## config.mk

```make
export PLATFORM = sky130hd
export DESIGN_NAME = intersection_scheduler_flat
export DESIGN_NICKNAME = d
export VERILOG_FILES = /design/src/rtl/intersection_scheduler_pkg.sv /design/src/rtl/intersection_scheduler_if.sv /design/src/rtl/intersection_scheduler_phase_timer.sv /design/src/rtl/intersection_scheduler.sv /design/src/flat_wrapper.sv
export SDC_FILE = /design/constraint.sdc
export NUM_CORES = 1
export LEC_CHECK = 0
export CAP_MARGIN = 20
export CORE_MARGIN = 1.5
export CORE_UTILIZATION = 35
export DETAILED_ROUTE_END_ITERATION = 12
export PLACE_DENSITY = 0.56
export SYNTH_ARGS = -nofsm -noshare
export SYNTH_HDL_FRONTEND = slang
export SYNTH_SLANG_ARGS = --single-unit
```

## constraint.sdc

```tcl
create_clock -name clk -period 1.65 [get_ports clk]
set_input_delay 0.4125 -clock clk [delete_from_list [all_inputs] [get_ports clk]]
set_output_delay 0.4125 -clock clk [all_outputs]
set_load 0.05 [all_outputs]
```

## src/rtl/intersection_scheduler_pkg.sv

```systemverilog
// rtl/intersection_scheduler_pkg.sv - shared types and default timings for the intersection scheduler
//
// Package traffic_pkg: phase counter width, default phase durations (cycles)
// and the scheduler state encoding, which doubles as the 'phase' output.
// No ports.

package traffic_pkg;

  localparam int CNT_W = 12;

  localparam int DEF_MIN_GREEN = 1024;
  localparam int DEF_MAX_GREEN = 2048;
  localparam int DEF_BLINK     = 128;
  localparam int DEF_YELLOW    = 512;
  localparam int DEF_ALL_RED   = 64;

  // Encodings are fixed whether or not the blink states are built, so the
  // phase output means the same thing in every configuration.
  typedef enum logic [2:0] {
    GRN_A = 3'd0,
    BLK_A = 3'd1,
    YEL_A = 3'd2,
    CLR_A = 3'd3,
    GRN_B = 3'd4,
    BLK_B = 3'd5,
    YEL_B = 3'd6,
    CLR_B = 3'd7
  } state_t;

endpackage

```

## src/rtl/intersection_scheduler_if.sv

```systemverilog
// rtl/intersection_scheduler_if.sv - request and lamp bundle of the intersection scheduler
//
// Signals:
//   req_a, req_b        level requests for approach A / B
//   R_a, G_a, Y_a       lamp drives, approach A
//   R_b, G_b, Y_b       lamp drives, approach B
//   owner               right-of-way holder (0 = A, 1 = B)
//   phase[2:0]          current scheduler state encoding
// Modports: master (request source / lamp observer), slave (scheduler).

interface intersection_scheduler_if;

  logic       req_a;
  logic       req_b;
  logic       R_a;
  logic       G_a;
  logic       Y_a;
  logic       R_b;
  logic       G_b;
  logic       Y_b;
  logic       owner;
  logic [2:0] phase;

  modport master (
    output req_a, req_b,
    input  R_a, G_a, Y_a, R_b, G_b, Y_b, owner, phase
  );

  modport slave (
    input  req_a, req_b,
    output R_a, G_a, Y_a, R_b, G_b, Y_b, owner, phase
  );

endinterface

```

## src/rtl/intersection_scheduler_phase_timer.sv

```systemverilog
// rtl/intersection_scheduler_phase_timer.sv - phase counter with clear, saturation and terminal compare
//
// Module phase_timer.
// Ports:
//   clk, rst     clock, asynchronous active-high reset
//   clr          synchronous clear (state entry)
//   limit[W-1:0] terminal count for the current phase
//   count[W-1:0] cycles spent in the current phase
//   tc           count equals limit

module phase_timer
  import traffic_pkg::*;
#(
  parameter int W   = CNT_W,
  parameter int SAT = DEF_MAX_GREEN - 1
) (
  input  logic         clk,
  input  logic         rst,
  input  logic         clr,
  input  logic [W-1:0] limit,
  output logic [W-1:0] count,
  output logic         tc
);

  // Saturation keeps an indefinitely held green from wrapping back to 0,
  // which would otherwise re-arm the minimum-green comparison.
  always_ff @(posedge clk or posedge rst) begin
    if (rst) begin
      count <= '0;
    end else if (clr) begin
      count <= '0;
    end else if (count != W'(SAT)) begin
      count <= count + 1'b1;
    end
  end

  assign tc = (count == limit);

endmodule

```

## src/rtl/intersection_scheduler.sv

```systemverilog
// rtl/intersection_scheduler.sv - two-approach traffic light scheduler
//
// Ports:
//   clk      clock
//   rst      asynchronous active-high reset (forces GRN_A)
//   bus      intersection_scheduler_if.slave: req_a/req_b in; lamps, owner, phase out
// Parameters: MIN_GREEN, MAX_GREEN, BLINK, YELLOW, ALL_RED (cycles).
// Build option: define TL_GREEN_BLINK_EN to insert the green-blink phase
// (BLK_A/BLK_B) between green and yellow; otherwise green goes to yellow.

module intersection_scheduler
  import traffic_pkg::*;
#(
  parameter int MIN_GREEN = DEF_MIN_GREEN,
  parameter int MAX_GREEN = DEF_MAX_GREEN,
  parameter int BLINK     = DEF_BLINK,
  parameter int YELLOW    = DEF_YELLOW,
  parameter int ALL_RED   = DEF_ALL_RED
) (
  input logic                    clk,
  input logic                    rst,
  intersection_scheduler_if.slave bus
);

  localparam logic [CNT_W-1:0] MIN_LAST = CNT_W'(MIN_GREEN - 1);
  localparam logic [CNT_W-1:0] MAX_LAST = CNT_W'(MAX_GREEN - 1);
  localparam logic [CNT_W-1:0] BLK_LAST = CNT_W'(4 * BLINK - 1);
  localparam logic [CNT_W-1:0] YEL_LAST = CNT_W'(YELLOW - 1);
  localparam logic [CNT_W-1:0] CLR_LAST = CNT_W'(ALL_RED - 1);

`ifdef TL_GREEN_BLINK_EN
  localparam state_t GRN_EXIT_A = BLK_A;
  localparam state_t GRN_EXIT_B = BLK_B;
`else
  localparam state_t GRN_EXIT_A = YEL_A;
  localparam state_t GRN_EXIT_B = YEL_B;
`endif

  state_t           state;
  state_t           state_next;
  logic [CNT_W-1:0] count;
  logic [CNT_W-1:0] limit;
  logic             tc;
  logic             entry;
  logic             pend_a;
  logic             pend_b;
  logic             exit_a;
  logic             exit_b;
  logic             blink_on;

  logic lamp_r_a, lamp_g_a, lamp_y_a;
  logic lamp_r_b, lamp_g_b, lamp_y_b;
  logic owner_b;

  // Any state change restarts the counter, so every phase counts from 0.
  assign entry = (state_next != state);

  phase_timer #(
    .W   (CNT_W),
    .SAT (MAX_GREEN - 1)
  ) u_timer (
    .clk   (clk),
    .rst   (rst),
    .clr   (entry),
    .limit (limit),
    .count (count),
    .tc    (tc)
  );

  always_comb begin
    limit = MAX_LAST;
    unique case (state)
      BLK_A, BLK_B: limit = BLK_LAST;
      YEL_A, YEL_B: limit = YEL_LAST;
      CLR_A, CLR_B: limit = CLR_LAST;
      default:      limit = MAX_LAST;
    endcase
  end

  // Green ends only when the other side is waiting: at max green, or once
  // the minimum has elapsed and the holder is no longer requesting.
  assign exit_a = pend_b && (tc || (!bus.req_a && count >= MIN_LAST));
  assign exit_b = pend_a && (tc || (!bus.req_b && count >= MIN_LAST));

`ifdef TL_GREEN_BLINK_EN
  // Blink sub-phases alternate off, on, off, on, each BLINK cycles long.
  assign blink_on = ((count / CNT_W'(BLINK)) % CNT_W'(2)) != '0;
`else
  assign blink_on = 1'b1;
`endif

  always_ff @(posedge clk or posedge rst) begin
    if (rst) begin
      state <= GRN_A;
    end else begin
      state <= state_next;
    end
  end

  always_comb begin
    state_next = state;
    lamp_r_a   = 1'b0;
    lamp_g_a   = 1'b0;
    lamp_y_a   = 1'b0;
    lamp_r_b   = 1'b0;
    lamp_g_b   = 1'b0;
    lamp_y_b   = 1'b0;
    owner_b    = 1'b0;
    unique case (state)
      GRN_A: begin
        if (exit_a) state_next = GRN_EXIT_A;
        lamp_g_a = 1'b1;
        lamp_r_b = 1'b1;
      end
      BLK_A: begin
        if (tc) state_next = YEL_A;
        lamp_g_a = blink_on;
        lamp_r_b = 1'b1;
      end
      YEL_A: begin
        if (tc) state_next = CLR_A;
        lamp_y_a = 1'b1;
        lamp_r_b = 1'b1;
      end
      CLR_A: begin
        if (tc) state_next = GRN_B;
        lamp_r_a = 1'b1;
        lamp_r_b = 1'b1;
      end
      GRN_B: begin
        if (exit_b) state_next = GRN_EXIT_B;
        lamp_r_a = 1'b1;
        lamp_g_b = 1'b1;
        owner_b  = 1'b1;
      end
      BLK_B: begin
        if (tc) state_next = YEL_B;
        lamp_r_a = 1'b1;
        lamp_g_b = blink_on;
        owner_b  = 1'b1;
      end
      YEL_B: begin
        if (tc) state_next = CLR_B;
        lamp_r_a = 1'b1;
        lamp_y_b = 1'b1;
        owner_b  = 1'b1;
      end
      CLR_B: begin
        if (tc) state_next = GRN_A;
        lamp_r_a = 1'b1;
        lamp_r_b = 1'b1;
        owner_b  = 1'b1;
      end
      default: state_next = GRN_A;
    endcase
  end

  // Pending flags remember a request made while the approach was not green;
  // entering that approach's green clears it even if requested that cycle.
  always_ff @(posedge clk or posedge rst) begin
    if (rst) begin
      pend_a <= 1'b0;
      pend_b <= 1'b0;
    end else begin
      if (entry && state_next == GRN_A) begin
        pend_a <= 1'b0;
      end else if (bus.req_a && state != GRN_A) begin
        pend_a <= 1'b1;
      end
      if (entry && state_next == GRN_B) begin
        pend_b <= 1'b0;
      end else if (bus.req_b && state != GRN_B) begin
        pend_b <= 1'b1;
      end
    end
  end

  assign bus.R_a   = lamp_r_a;
  assign bus.G_a   = lamp_g_a;
  assign bus.Y_a   = lamp_y_a;
  assign bus.R_b   = lamp_r_b;
  assign bus.G_b   = lamp_g_b;
  assign bus.Y_b   = lamp_y_b;
  assign bus.owner = owner_b;
  assign bus.phase = state;

endmodule
```

## src/flat_wrapper.sv

```systemverilog
// flat-port wrapper written by rule: the top's interface ports become plain ports
module intersection_scheduler_flat import traffic_pkg::*;
#(
  parameter int MIN_GREEN = DEF_MIN_GREEN,
  parameter int MAX_GREEN = DEF_MAX_GREEN,
  parameter int BLINK     = DEF_BLINK,
  parameter int YELLOW    = DEF_YELLOW,
  parameter int ALL_RED   = DEF_ALL_RED
)
  (clk, rst, bus_req_a, bus_req_b, bus_R_a, bus_G_a, bus_Y_a, bus_R_b, bus_G_b, bus_Y_b, bus_owner, bus_phase);
  intersection_scheduler_if bus_i ();
  input logic clk;
  input logic rst;
  input wire logic [$bits(bus_i.req_a)-1:0] bus_req_a;
  input wire logic [$bits(bus_i.req_b)-1:0] bus_req_b;
  output wire logic [$bits(bus_i.R_a)-1:0] bus_R_a;
  output wire logic [$bits(bus_i.G_a)-1:0] bus_G_a;
  output wire logic [$bits(bus_i.Y_a)-1:0] bus_Y_a;
  output wire logic [$bits(bus_i.R_b)-1:0] bus_R_b;
  output wire logic [$bits(bus_i.G_b)-1:0] bus_G_b;
  output wire logic [$bits(bus_i.Y_b)-1:0] bus_Y_b;
  output wire logic [$bits(bus_i.owner)-1:0] bus_owner;
  output wire logic [$bits(bus_i.phase)-1:0] bus_phase;
  assign bus_i.req_a = bus_req_a;
  assign bus_i.req_b = bus_req_b;
  assign bus_R_a = bus_i.R_a;
  assign bus_G_a = bus_i.G_a;
  assign bus_Y_a = bus_i.Y_a;
  assign bus_R_b = bus_i.R_b;
  assign bus_G_b = bus_i.G_b;
  assign bus_Y_b = bus_i.Y_b;
  assign bus_owner = bus_i.owner;
  assign bus_phase = bus_i.phase;
  intersection_scheduler #(.MIN_GREEN(MIN_GREEN), .MAX_GREEN(MAX_GREEN), .BLINK(BLINK), .YELLOW(YELLOW), .ALL_RED(ALL_RED)) u_core (.clk(clk), .rst(rst), .bus(bus_i));
endmodule
```

== Yosys cells after proc, flatten, opt, wreduce, memory -nomap -nowiden ==
Index checks and enable logic that the tools add are counted.
Widths: inputs -> output; s select.

* Register bits: 17
* Latch bits: 0
* Memory bits (writable): 0
* Memory bits (read-only): 0
* Bits of input ports: 4
* Output and inout port bits: 10
* Logic and storage cells: 66
* Memories: 0

* $add $sub $neg: 1
* $mul: 0
* Div/mod/pow operators: 0
* Magnitude comparators: 1
* Equal/unequal tests: 12
* Shift operators: 0
* Multiplexer cells: 23
* Bitwise gates (word level): 0
* Reductions and logical operators: 25

{| class="wikitable"
|+ Operators by type and width
! kind !! number
|-
| $mux 12 || 2
|-
| $mux 3 || 8
|-
| $pmux 3 s8 || 1
|-
| $pmux 11 s2 || 1
|-
| $eq 3x3->1 const B || 5
|-
| $add 12x1->12 const B || 1
|-
| $eq 12x12->1 || 1
|-
| $ge 12x10->1 const B || 1
|-
| $ne 12x11->1 const B || 1
|-
| $mux 1 || 11
|-
| $reduce_or 5->1 || 2
|-
| $logic_and 1x1->1 || 8
|-
| $reduce_or 4->1 || 2
|-
| $eq 3x2->1 const B || 2
|-
| $logic_not 3->1 || 2
|-
| $reduce_bool 2->1 || 3
|-
| $reduce_or 2->1 || 3
|-
| $eq 3x1->1 const B || 1
|-
| $ne 3x3->1 || 1
|-
| $ne 3x3->1 const B || 1
|-
| $reduce_bool 3->1 || 1
|-
| $logic_not 1->1 || 2
|-
| $logic_or 1x1->1 || 2
|}

== Logic depth before layout (Yosys ltp) ==
Gate-level depths: netlist (run 1).

* Depth after elaboration: 11
* Depth in mapped cells: 6
* Depth with buffers taken out: 6

== By module ==
Synthesis (run 1) repeated with hierarchy kept, for this count alone.

* Cells, all modules: 140
* Area total of the unflattened synthesis: 1226.2 um^2

{| class="wikitable"
|+ Modules (own cells, without submodules)
! module !! instances !! cells an instance !! area an instance (um^2) !! sequential area each (um^2)
|-
| phase_timer || 1 || 91 || 849.6 || 300.3
|-
| intersection_scheduler || 1 || 49 || 376.6 || 125.1
|}

== Least setup slack after synthesis (run 1) ==
No wires, ideal clock.

* Kind: register to output
* From: register u_core.state[1] (netlist: u_core.bus.phase[1])
* To: output bus_Y_a
* Data arrival time: 1957 ps
* Data required time: 1237 ps
* Path slack: -720 ps
* Cell stages (with the launch flop): 5
* Path buffers: 2
* Cells stage by stage: dfrtp_1 buf_2 buf_1 nand2_1 nor2_1

* Word-level cells in the longest chain between the ends: 2

{| class="wikitable"
|+ RTL lines
! what !! RTL line !! text
|-
| start: declaration || intersection_scheduler.sv:39 || <nowiki>state_t state;</nowiki>
|-
| start signal: assignment || intersection_scheduler.sv:96 || <nowiki>state <= state_next;</nowiki>
|-
| $eq 3x2->1 || intersection_scheduler.sv:109 || <nowiki>unique case (state)</nowiki>
|-
| $mux 1 || intersection_scheduler.sv:109 ||
|-
| end: declaration || flat_wrapper.sv:18 || <nowiki>output wire logic [$bits(bus_i.Y_a)-1:0] bus_Y_a;</nowiki>
|}

No other way between the ends.

== Worst setup path after layout (run 1) ==
* From: register u_core.state[1] (netlist: u_core.bus.phase[1])
* To: register u_core.pend_a

* Word-level cells in the longest chain between the ends: 11
* Elaborated cells between the ends (all ways): 32
* Classes of those cells: eq/ne: 9; mux: 11; reduce/logical: 12

{| class="wikitable"
|+ RTL lines
! what !! RTL line !! text
|-
| $eq 3x1->1, or another cell as far along || intersection_scheduler.sv:72, intersection_scheduler.sv:109 ||
|-
| $reduce_or 4->1 (no line) or $reduce_or 2->1 (tied branches) || n/a ||
|-
| $pmux 11 s2 || intersection_scheduler.sv:72 || <nowiki>unique case (state)</nowiki>
|-
| $eq 12x12->1 || intersection_scheduler_phase_timer.sv:37 || <nowiki>assign tc = (count == limit);</nowiki>
|-
| $logic_or 1x1->1, on equally long branches || intersection_scheduler.sv:83, intersection_scheduler.sv:82 ||
|-
| $logic_and 1x1->1, on equally long branches || intersection_scheduler.sv:83, intersection_scheduler.sv:82 ||
|-
| $mux 3, on equally long branches || intersection_scheduler.sv:131, intersection_scheduler.sv:111 ||
|-
| $pmux 3 s8 || intersection_scheduler.sv:109 ||
|-
| $ne 3x3->1 or $logic_not 3->1 (tied branches) || intersection_scheduler.sv:56, intersection_scheduler.sv:165 ||
|-
| $logic_and 1x1->1 || intersection_scheduler.sv:165 || <nowiki>if (entry && state_next == GRN_A) begin</nowiki>
|-
| $mux 1 or $reduce_bool 2->1 (tied branches) || n/a ||
|-
| end signal: assignment || intersection_scheduler.sv:162 || <nowiki>pend_a <= 1'b0;</nowiki>
|-
| end signal: assignment || intersection_scheduler.sv:166 || <nowiki>pend_a <= 1'b0;</nowiki>
|-
| end signal: assignment || intersection_scheduler.sv:168 || <nowiki>pend_a <= 1'b1;</nowiki>
|-
| end: declaration || intersection_scheduler.sv:45 || <nowiki>logic pend_a;</nowiki>
|}

Parallel ways exist; a longest one is shown, timed or not.
A chain may end at the register's enable or synchronous reset.

==> results of run 1 <==
==> metal layers <==
| layer | global-route usage [%] | wire length [um] |
|---|---|---|
| met5 | 0 | 0 |
| met4 | 5.590 | 15 |
| met3 | 2.559 | 44 |
| met2 | 29.34 | 1473 |
| met1 | 21.28 | 1301 |
==> cell families (layout without fill, tap and decap cells) <==
group | after synthesis | count (layout) | synth area share, %
AOI/OAI and AO/OA | 24 | 24 | 15.45
xor gates and xnor gates | 9 | 9 | 7.404
adders and majority gates | 1 | 1 | 1.073
buffers and inverters | 14 | 52 | 5.471
DFF | 17 | 17 | 36.48
muxes | 3 | 3 | 2.682
and+or+nand+nor | 65 | 65 | 31.44
==> worst max-delay path: cells and delay by family (launching register included) <==
kind / cells / cell delay [ns]
and+or+nand+nor: 2 / 0.41
DFF: 1 / 0.46
AOI/OAI and AO/OA: 2 / 0.45
buffers and inverters: 2 / 0.24
==> cell type report <==
type / count / area, um2
timing repair buffer: 40 / 449.2
clock buffer: 4 / 26.28
fill: 291 / 1325
multi-input combinational: 102 / 779.5
tap: 44 / 55.05
inverter: 8 / 33.78
sequential: 17 / 434.2
==> metrics by stage <==
| stage | hold slack [ns] | instance area, um2 | utilization, % | cells | power (uW) |
|---|---|---|---|---|---|
| global route | 0.4427 | 1778 | 57.30 | 215 | 686.1 |
| finish | 0.4252 | 1778 | 57.30 | 215 | 665.4 |
| CTS | 0.4186 | 1735 | 55.93 | 215 | 676.3 |
| detailed placement | 0.5455 | 1629 | 52.50 | 204 | 445.3 |
| global placement | 0.5153 | 1629 | 52.50 | 204 | 444.8 |
| floorplan | 0.3384 | 1249 | - | 133 | 432.8 |
==> layout by cell type (no fill, tap or decap), types with 2 or more instances in the layout <==
master,Yosys,final
xnor2_1,6,6
nand2b_1,4,4
nor2_4,0,4
nor4_1,2,2
nor3_2,0,2
buf_12,0,11
nand4_1,2,2
xor2_1,2,2
buf_4,0,25
nand3b_1,2,2
mux2i_1,2,2
o21ai_1,0,2
nand2_2,1,3
nor3_1,7,5
dfrtp_1,17,10
nor2_2,1,2
nor4_4,1,2
clkdlybuf4s50_1,0,3
a21oi_1,3,3
nand3_1,2,2
nand2_1,10,7
inv_1,8,6
dfrtp_2,0,7
o21ai_0,5,3
clkbuf_4,0,3
nand3_2,2,2
nor2_1,23,18
==> flip-flops by register name, indices dropped and copies added (netlist names) <==
name                  count
u_core.u_timer.count     12
u_core.bus.phase          3
u_core.pend_a             1
u_core.pend_b             1
==> Yosys cell counts (2+ instances only) <==
cell and instances:
nand3_2 2, inv_1 8, nand3_1 2, nand4_1 2, o22ai_1 2, nor2_1 23, nor4_1 2, xnor2_1 6
nand2_1 10, nand2b_1 4, mux2i_1 2, o21ai_0 5, buf_2 3, xor2_1 2, nand3b_1 2, a21oi_1 3
nor3_1 7, dfrtp_1 17
==> worst paths after layout <==
path,to,slack [ns],depth (start not counted)
hold / removal,u_core.bus.phase[0],0.43,3
min in group clk,u_core.pend_a,0.56,1
setup reg to reg,u_core.pend_a,-0.03,6
hold reg to reg,u_core.pend_a,0.56,1
max in group asynchronous,u_core.bus.phase[2],1.01,3
setup / recovery,u_core.pend_a,-0.03,6
==> power by group <==
group          total [uW]     switching [uW]  internal (uW)
combinational        20.6               11.2           9.41
clock                 229                135           93.9
sequential            416  0.000000000000109            416
==> timing repair <==
action	in CTS	in global routing
endpoints found under the setup margin	15	20
gates resized for setup	5	12
buffers inserted	7	0
pin swaps	1	5
==> impl_metrics.json, run 1 <==
{
  "setup_ws_ns": -0.03234,
  "drc": 0,
  "htreeDepth": 1,
  "cp_max_fo": 8,
  "dr.pass1.iters": 4,
  "yosysTopAreaCell": "dfrtp_1",
  "startpoint": "u_core.bus.phase[1]",
  "grt_overflow": 0,
  "startpoint_type": "register",
  "finalHoldViolations": 0,
  "grt_use_total_pct": 16.83,
  "cts.sinks": 17,
  "crit_chain": "buf_4, nand4bb_1, o21ai_1, and4_4, inv_1, o32a_1",
  "ys_async_sr_fraction_pct": 100.0,
  "synth.distinct_cells": 49,
  "cts_hold_buffers": 0,
  "grt_max_degree": 18,
  "core_um2": 3103,
  "clock-skew-final_ns": 0.004386,
  "num_antenna_cells": 0,
  "wire_per_inst_um": 13.19,
  "netlist_area_um2": 1166,
  "synth_ff_type": "dfrtp_1",
  "die-area_um2": 3687,
  "max_freq_mhz": 594.4,
  "worst_pin_slew_ns": 0.3532,
  "drv_cap": 0,
  "violations": "negative setup slack",
  "synthCells": 133,
  "rsz0062_at_grt": "yes",
  "die-width_um": 60.72,
  "chipHeight_um": 60.72,
  "crit_type": "register to register",
  "endpoint_kind": "register",
  "ios": 14,
  "portBuffers": 13,
  "clkLatencyLatePin_ns": 0.29,
  "cts-root-buf": "clkbuf_4",
  "dpl.hpwl_mm": 2.099,
  "finalSetupTns_ns": -0.03234,
  "r2r_start": "u_core.bus.phase[1]",
  "finalWeightedCongestion": 0.8019,
  "drtIter0Drc": 21,
  "grt_pass1_vias": 1055,
  "num_vias": 1100,
  "fin_nets": 177,
  "period_share_pct": 102.0,
  "area_growth_pct": 52.47,
  "cp_slowest_cell": "dfrtp_2",
  "cts.path.max_buffers": 2,
  "leakagePower_uw": 0.0007536,
  "synth_area_per_cell_um2": 8.768,
  "holdCritPathClass": "input pin to async pin",
  "initial_utilization_pct": 37.58,
  "drive_gt1_share_pct": 43.27,
  "ir_drop_mv": 0.3912,
  "synth_area_leaders": "dfrtp_1, nor2_1, xnor2_1",
  "synth_top_area_share_pct": 36.48,
  "synth_seq_cells": 17,
  "synth_nets": 138,
  "drt.antenna.violating_nets": 0,
  "synth-edff-count": 0,
  "worstPathRequired_ns": 1.83,
  "clk_pin_slew_ns": 0.10,
  "cpPeakStageDelay_ns": 0.46,
  "antenna_found_initial": 0,
  "synth_warnings": 0,
  "min_period_ns": 1.682,
  "cp_data_arrival_time_ns": 1.86,
  "setup_viol": 1,
  "p_per_area_nw_per_um2": 374.2,
  "tritoncts": "done",
  "core.rowCount": 20,
  "grt_pass1_wl_mm": 4.616,
  "relSlewSlack_pct": 76.24,
  "slew_violations": 0,
  "place_ws_ns": -0.1278,
  "synth_seq_area_share_pct": 36.48,
  "status": "complete, but fails checks",
  "viasPerCell": 5.116,
  "routed_wl_mm": 2.835,
  "cts-buffers-inserted": 3
}
Power figures use the tool's default switching activity.
==> inputs of run 2 (changes only) <==
- GPL_TIMING_DRIVEN: default -> 0
- HOLD_SLACK_MARGIN: default -> 0.06
==> impl_metrics.json, run 2 (synthesis results as in run 1) <==
{
  "status": "complete, but fails checks",
  "violations": "negative setup slack",
  "cts.sinks": 17,
  "cts.path.max_buffers": 2,
  "grt_use_total_pct": 17.23,
  "top_layer": "met4",
  "ir_drop_mv": 0.2891,
  "drt.antenna.violating_nets": 0,
  "min_period_ns": 1.676,
  "post_dp_cell_area_um2": 1434,
  "clkLatencyLatePin_ns": 0.29,
  "relSlewSlack_pct": 55.17,
  "startpoint_type": "register",
  "max_freq_mhz": 596.7,
  "core_um2": 3103,
  "path_common_cell": "buf_8",
  "dr.pass1.iters": 4,
  "setup_viol": 5,
  "routed_wl_mm": 2.840,
  "period_share_pct": 101.6,
  "cts-root-buf": "clkbuf_4",
  "leakagePower_uw": 0.0007050,
  "endpoint_kind": "output port",
  "rsz0062_at_grt": "yes",
  "antenna_found_initial": 0,
  "dpl.hpwl_mm": 1.952,
  "cts-buffers-inserted": 3,
  "drv_cap": 0,
  "grt_max_degree": 18,
  "drc": 0,
  "finalHoldViolations": 0,
  "largest_reg_flops": 12,
  "grt_pass1_wl_mm": 4.788,
  "p_total_uw": 662.1,
  "worstPathRequired_ns": 1.24,
  "drtIter0Drc": 24,
  "cts_hold_buffers": 0,
  "core.rowCount": 20,
  "p_per_area_nw_per_um2": 387.4,
  "holdCritPathClass": "input pin to async pin",
  "cp_max_fo": 6,
  "wl_met2_mm": 1.379,
  "area_growth_pct": 46.57,
  "cpPeakStageDelay_ns": 0.44,
  "initial_utilization_pct": 37.58,
  "cp_slowest_cell": "dfrtp_2",
  "wire_per_inst_um": 13.40,
  "drive_gt1_share_pct": 41.07,
  "chipHeight_um": 60.72,
  "ios": 14,
  "clock-skew-final_ns": 0.001472,
  "grt_overflow": 0,
  "htreeDepth": 1,
  "die-area_um2": 3687,
  "crit_chain": "buf_8, buf_4, nor2_4, buf_8",
  "largest-register": "u_core.u_timer.count",
  "clk_pin_slew_ns": 0.10,
  "viasPerCell": 5.250,
  "slew_violations": 0,
  "num_antenna_cells": 0,
  "finalSetupTns_ns": -0.07171,
  "final_common_cell": "nor2_1",
  "wirelength_met1_mm": 1.336,
  "setup_ws_ns": -0.02602,
  "fin_nets": 174,
  "worst_pin_slew_ns": 0.6716,
  "portBuffers": 13,
  "die-width_um": 60.72,
  "num_vias": 1113,
  "finalWeightedCongestion": 0.7910,
  "routed-wl-met3_um": 97,
  "place_ws_ns": -0.5005,
  "layout_common_cells": "nor2_1, buf_4, dfrtp_1",
  "fin_util_pct": 55.08,
  "grt_pass1_vias": 1025,
  "cp_data_arrival_time_ns": 1.26,
  "tritoncts": "done",
  "crit_type": "register to output port",
  "design_area_um2": 1709
}
[run 2: cell count changes in the layout (fill, tap and decap cells not counted), sizes merged]
| cell | previous run | this run |
|---|---|---|
| dlygate4sd2 | 0 | 2 |
| clkdlybuf4s15 | 0 | 1 |
| clkbuf | 4 | 5 |
| buf | 37 | 30 |
[run 2: power breakdown]
part	switching (uW)	total, uW	internal, uW
sequential	0.000000000000106	416	416
combinational	10.7	18.4	7.68
clock	134	227	93.8
[run 2: routing by layer]
metal	GRT usage [%]	up-vias
li1	-	544
met1	23.54	544
met2	28.57	23
met3	2.559	2
met4	4.658	0
met5	0	-
[run 2: final timing paths]
path / cells past startpoint / end / from / slack, ns
setup reg to reg: 7 / u_core.pend_a / u_core.u_timer.count[1] / 0
hold reg to reg: 1 / u_core.pend_a / u_core.pend_a / 0.54
max in group asynchronous: 2 / u_core.bus.phase[0] / rst / 0.67
setup / recovery: 4 / bus_Y_a / u_core.bus.phase[2] / -0.03
min in group clk: 1 / u_core.pend_a / u_core.pend_a / 0.54
hold / removal: 2 / u_core.u_timer.count[11] / rst / 0.51
[run 2: worst max-delay path: cells and delay by family, from the launching register on]
family        cells  cell delay [ns]
simple gates      1             0.11
buf+inv           3             0.43
flops             1             0.44
[run 2: through the flow]
stage                     cells  hold slack (ns)
final                       212           0.5096
after detailed placement    190           0.5163
after CTS                   208           0.5357
after global placement      190           0.5182
after floorplan             133           0.3384
after global routing        212           0.5680
[run 2: area by class of cell]
cell class | count | area (um2)
Clock buffer | 4 | 26.28
Tap cell | 44 | 55.05
Sequential cell | 17 | 431.7
Multi-Input combinational cell | 102 | 788.3
Timing Repair Buffer | 31 | 292.8
Fill cell | 294 | 1394
Buffer | 6 | 76.32
Inverter | 8 | 38.79
[run 2: repair_timing]
| item | in CTS | in global routing |
|---|---|---|
| setup buffers | 14 | 4 |
| gates cloned | 0 | 0 |
| gates resized for setup | 64 | 18 |
| pin swaps | 7 | 7 |
| setup endpoints to repair | 24 | 24 |
==> inputs of run 3 (changes only) <==
- ABC_AREA: default -> 1
- ABC_CLOCK_PERIOD_IN_PS: default -> 1650
- CTS_CLUSTER_SIZE: default -> 16
==> impl_metrics.json, run 3 <==
{
  "synth_seq_cells": 17,
  "violations": "negative setup slack",
  "netlist_area_um2": 1187,
  "ios": 14,
  "htreeDepth": 1,
  "layout_common_cells": "nand2_1, inv_1, nor2_1",
  "synth_warnings": 0,
  "slew_violations": 0,
  "synth_top_area_share_pct": 35.83,
  "cts.path.max_buffers": 2,
  "synth-edff-count": 0,
  "synthSimpleGateAreaFrac_pct": 41.10,
  "synth_mux_area_share_pct": 0,
  "initial_utilization_pct": 37.96,
  "synth-compound-area-share_pct": 6.217,
  "rsz0062_at_grt": "yes",
  "synth_nets": 183,
  "p_per_area_nw_per_um2": 367.4,
  "synth.distinct_cells": 20,
  "synth_top_family_by_area": "simple AND/OR/NAND/NOR gates",
  "portBuffers": 13,
  "die-area_um2": 3751,
  "routed_wl_mm": 3.319,
  "endpoint_kind": "register",
  "synth_ff_type": "dfrtp_1",
  "dr.pass1.iters": 4,
  "synth_adder_area_share_pct": 1.054,
  "max_freq_mhz": 567.6,
  "grt_max_degree": 18,
  "startpoint_type": "register",
  "synth.most_common_cell": "nand2_1",
  "largest-register": "u_core.u_timer.count",
  "p_total_uw": 673.0,
  "drv_cap": 0,
  "fin_cells": 259,
  "chipHeight_um": 61.25,
  "final_common_cell": "nand2_1",
  "clock-skew-final_ns": 0.007319,
  "clkLatencyLatePin_ns": 0.30,
  "grt_overflow": 0,
  "finalHoldViolations": 0,
  "period_share_pct": 106.8,
  "worstPathRequired_ns": 1.85,
  "min_period_ns": 1.762,
  "ys_async_sr_fraction_pct": 100.0,
  "grt_pass1_vias": 1109,
  "die-width_um": 61.25,
  "crit_type": "register to register",
  "cts.sinks": 17,
  "drc": 0,
  "dpl.hpwl_mm": 2.055,
  "yosysTopAreaCell": "dfrtp_1",
  "finalWeightedCongestion": 0.8716,
  "worst_pin_slew_ns": 0.6460,
  "core.rowCount": 20,
  "drtIter0Drc": 44,
  "synth_seq_area_share_pct": 35.83,
  "fin_nets": 221,
  "setup_ws_ns": -0.1119,
  "place_inst": 235,
  "drive_gt1_share_pct": 44.65,
  "synth_area_per_cell_um2": 6.671,
  "grt_pass1_wl_mm": 5.099,
  "clk_pin_slew_ns": 0.11,
  "holdWs_ns": 0.4810,
  "viasPerCell": 4.819,
  "core_um2": 3128,
  "netlist_top_cells_count": "nand2_1, inv_1, nor2_1",
  "synth_xor_area_share_pct": 4.426,
  "antenna_found_initial": 0,
  "ir_drop_mv": 0.2304,
  "cts-root-buf": "clkbuf_4",
  "synthCells": 178,
  "wire_per_inst_um": 12.81,
  "grt_use_total_pct": 18.68,
  "holdCritPathClass": "input pin to async pin",
  "tritoncts": "done",
  "largest_reg_flops": 12,
  "cp_max_fo": 8,
  "drt.antenna.violating_nets": 0,
  "status": "complete, but fails checks",
  "cp_data_arrival_time_ns": 1.96,
  "leakagePower_uw": 0.0008032,
  "num_vias": 1248,
  "relSlewSlack_pct": 56.89,
  "setup_viol": 18,
  "cts-buffers-inserted": 3,
  "num_antenna_cells": 0,
  "cts_hold_buffers": 0,
  "area_growth_pct": 54.27,
  "finalSetupTns_ns": -1.639,
  "synth_area_leaders": "dfrtp_1, nand2_1, inv_1"
}
run 3: changes by cell type after synthesis, moves of 4 or more:
cell      before  now
xnor2_1        6    1
o21ai_0        5   10
nand3_1        2   15
nand4_1        2    6
nand2b_1       4    0
nand2_1       10   40
nor2_2         1   11
nor2_1        23   28
inv_1          8   28
nor3_1         7    2
run 3: final cells by class:
type / instances / area (um2)
buffer: 2 / 23.77
clock buffer: 3 / 22.52
clock inverter: 1 / 5.005
fill: 279 / 1296
inverter: 29 / 127.6
multi-input combinational: 129 / 822.0
sequential: 17 / 432.9
tap: 44 / 55.05
timing repair buffer: 34 / 342.8
run 3: metal layers:
| layer | global-route usage, % | up-vias | routed length (um) |
|---|---|---|---|
| met5 | 0 | - | 0 |
| met1 | 26.10 | 576 | 1555 |
| met4 | 9.317 | 0 | 34 |
| li1 | - | 630 | - |
| met2 | 28.42 | 38 | 1615 |
| met3 | 2.311 | 4 | 114 |
run 3: worst max-delay path, stage by stage (launching register included):
cell     delay [ns]
dfrtp_2        0.44
buf_12         0.16
inv_8          0.07
nand2_4        0.06
nand2_1        0.10
nand3_2        0.09
nor2_4         0.13
nand2_1        0.07
nand2_1        0.06
nand2_1        0.06
nand3_2        0.10
nand2_2        0.07
nand2_4        0.09
buf_8          0.13
nor2_2         0.04
run 3: worst paths after layout:
kind,from,to,slack (ns),depth (start not counted)
max in group asynchronous,rst,u_core.u_timer.count[6],0.71,2
min,rst,u_core.u_timer.count[11],0.48,2
max,u_core.bus.phase[1],u_core.u_timer.count[8],-0.11,14
max reg2reg,u_core.bus.phase[1],u_core.u_timer.count[8],-0.11,14
min reg2reg,u_core.pend_a,u_core.pend_a,0.49,2
min in group clk,u_core.pend_a,u_core.pend_a,0.49,2
run 3: cells by family (layout without fill, tap and decap cells):
| kind of cell | count (synthesis) | after routing |
|---|---|---|
| and+or+nand+nor | 108 | 108 |
| buffers and inverters | 32 | 69 |
| DFF | 17 | 17 |
| AOI/OAI and AO/OA | 14 | 14 |
| xor gates and xnor gates | 6 | 6 |
| adders and majority gates | 1 | 1 |
run 3: stage by stage:
stage          area, um2  util (%)  setup WS (ns)
3_5_place_dp        1391     44.48        -0.4056
6_report            1832     58.56        -0.1119
5_1_grt             1832     58.56        -0.2037
4_1_cts             1660     53.08        -0.1455
3_3_place_gp        1391     44.48        -0.3847
2_1_floorplan       1206         -       -0.09216
run 3: report_power, final:
group	internal [uW]	switching [uW]	total, uW
sequential	416	0.000000000000105	416
combinational	7.28	10.9	18.2
clock	90.4	148	239
run 3: repair_timing:
item / CTS / global route
gates resized for setup: 73 / 61
pin swaps: 4 / 17
cloned: 1 / 0
endpoints found under the setup margin: 26 / 26
setup buffers: 14 / 7
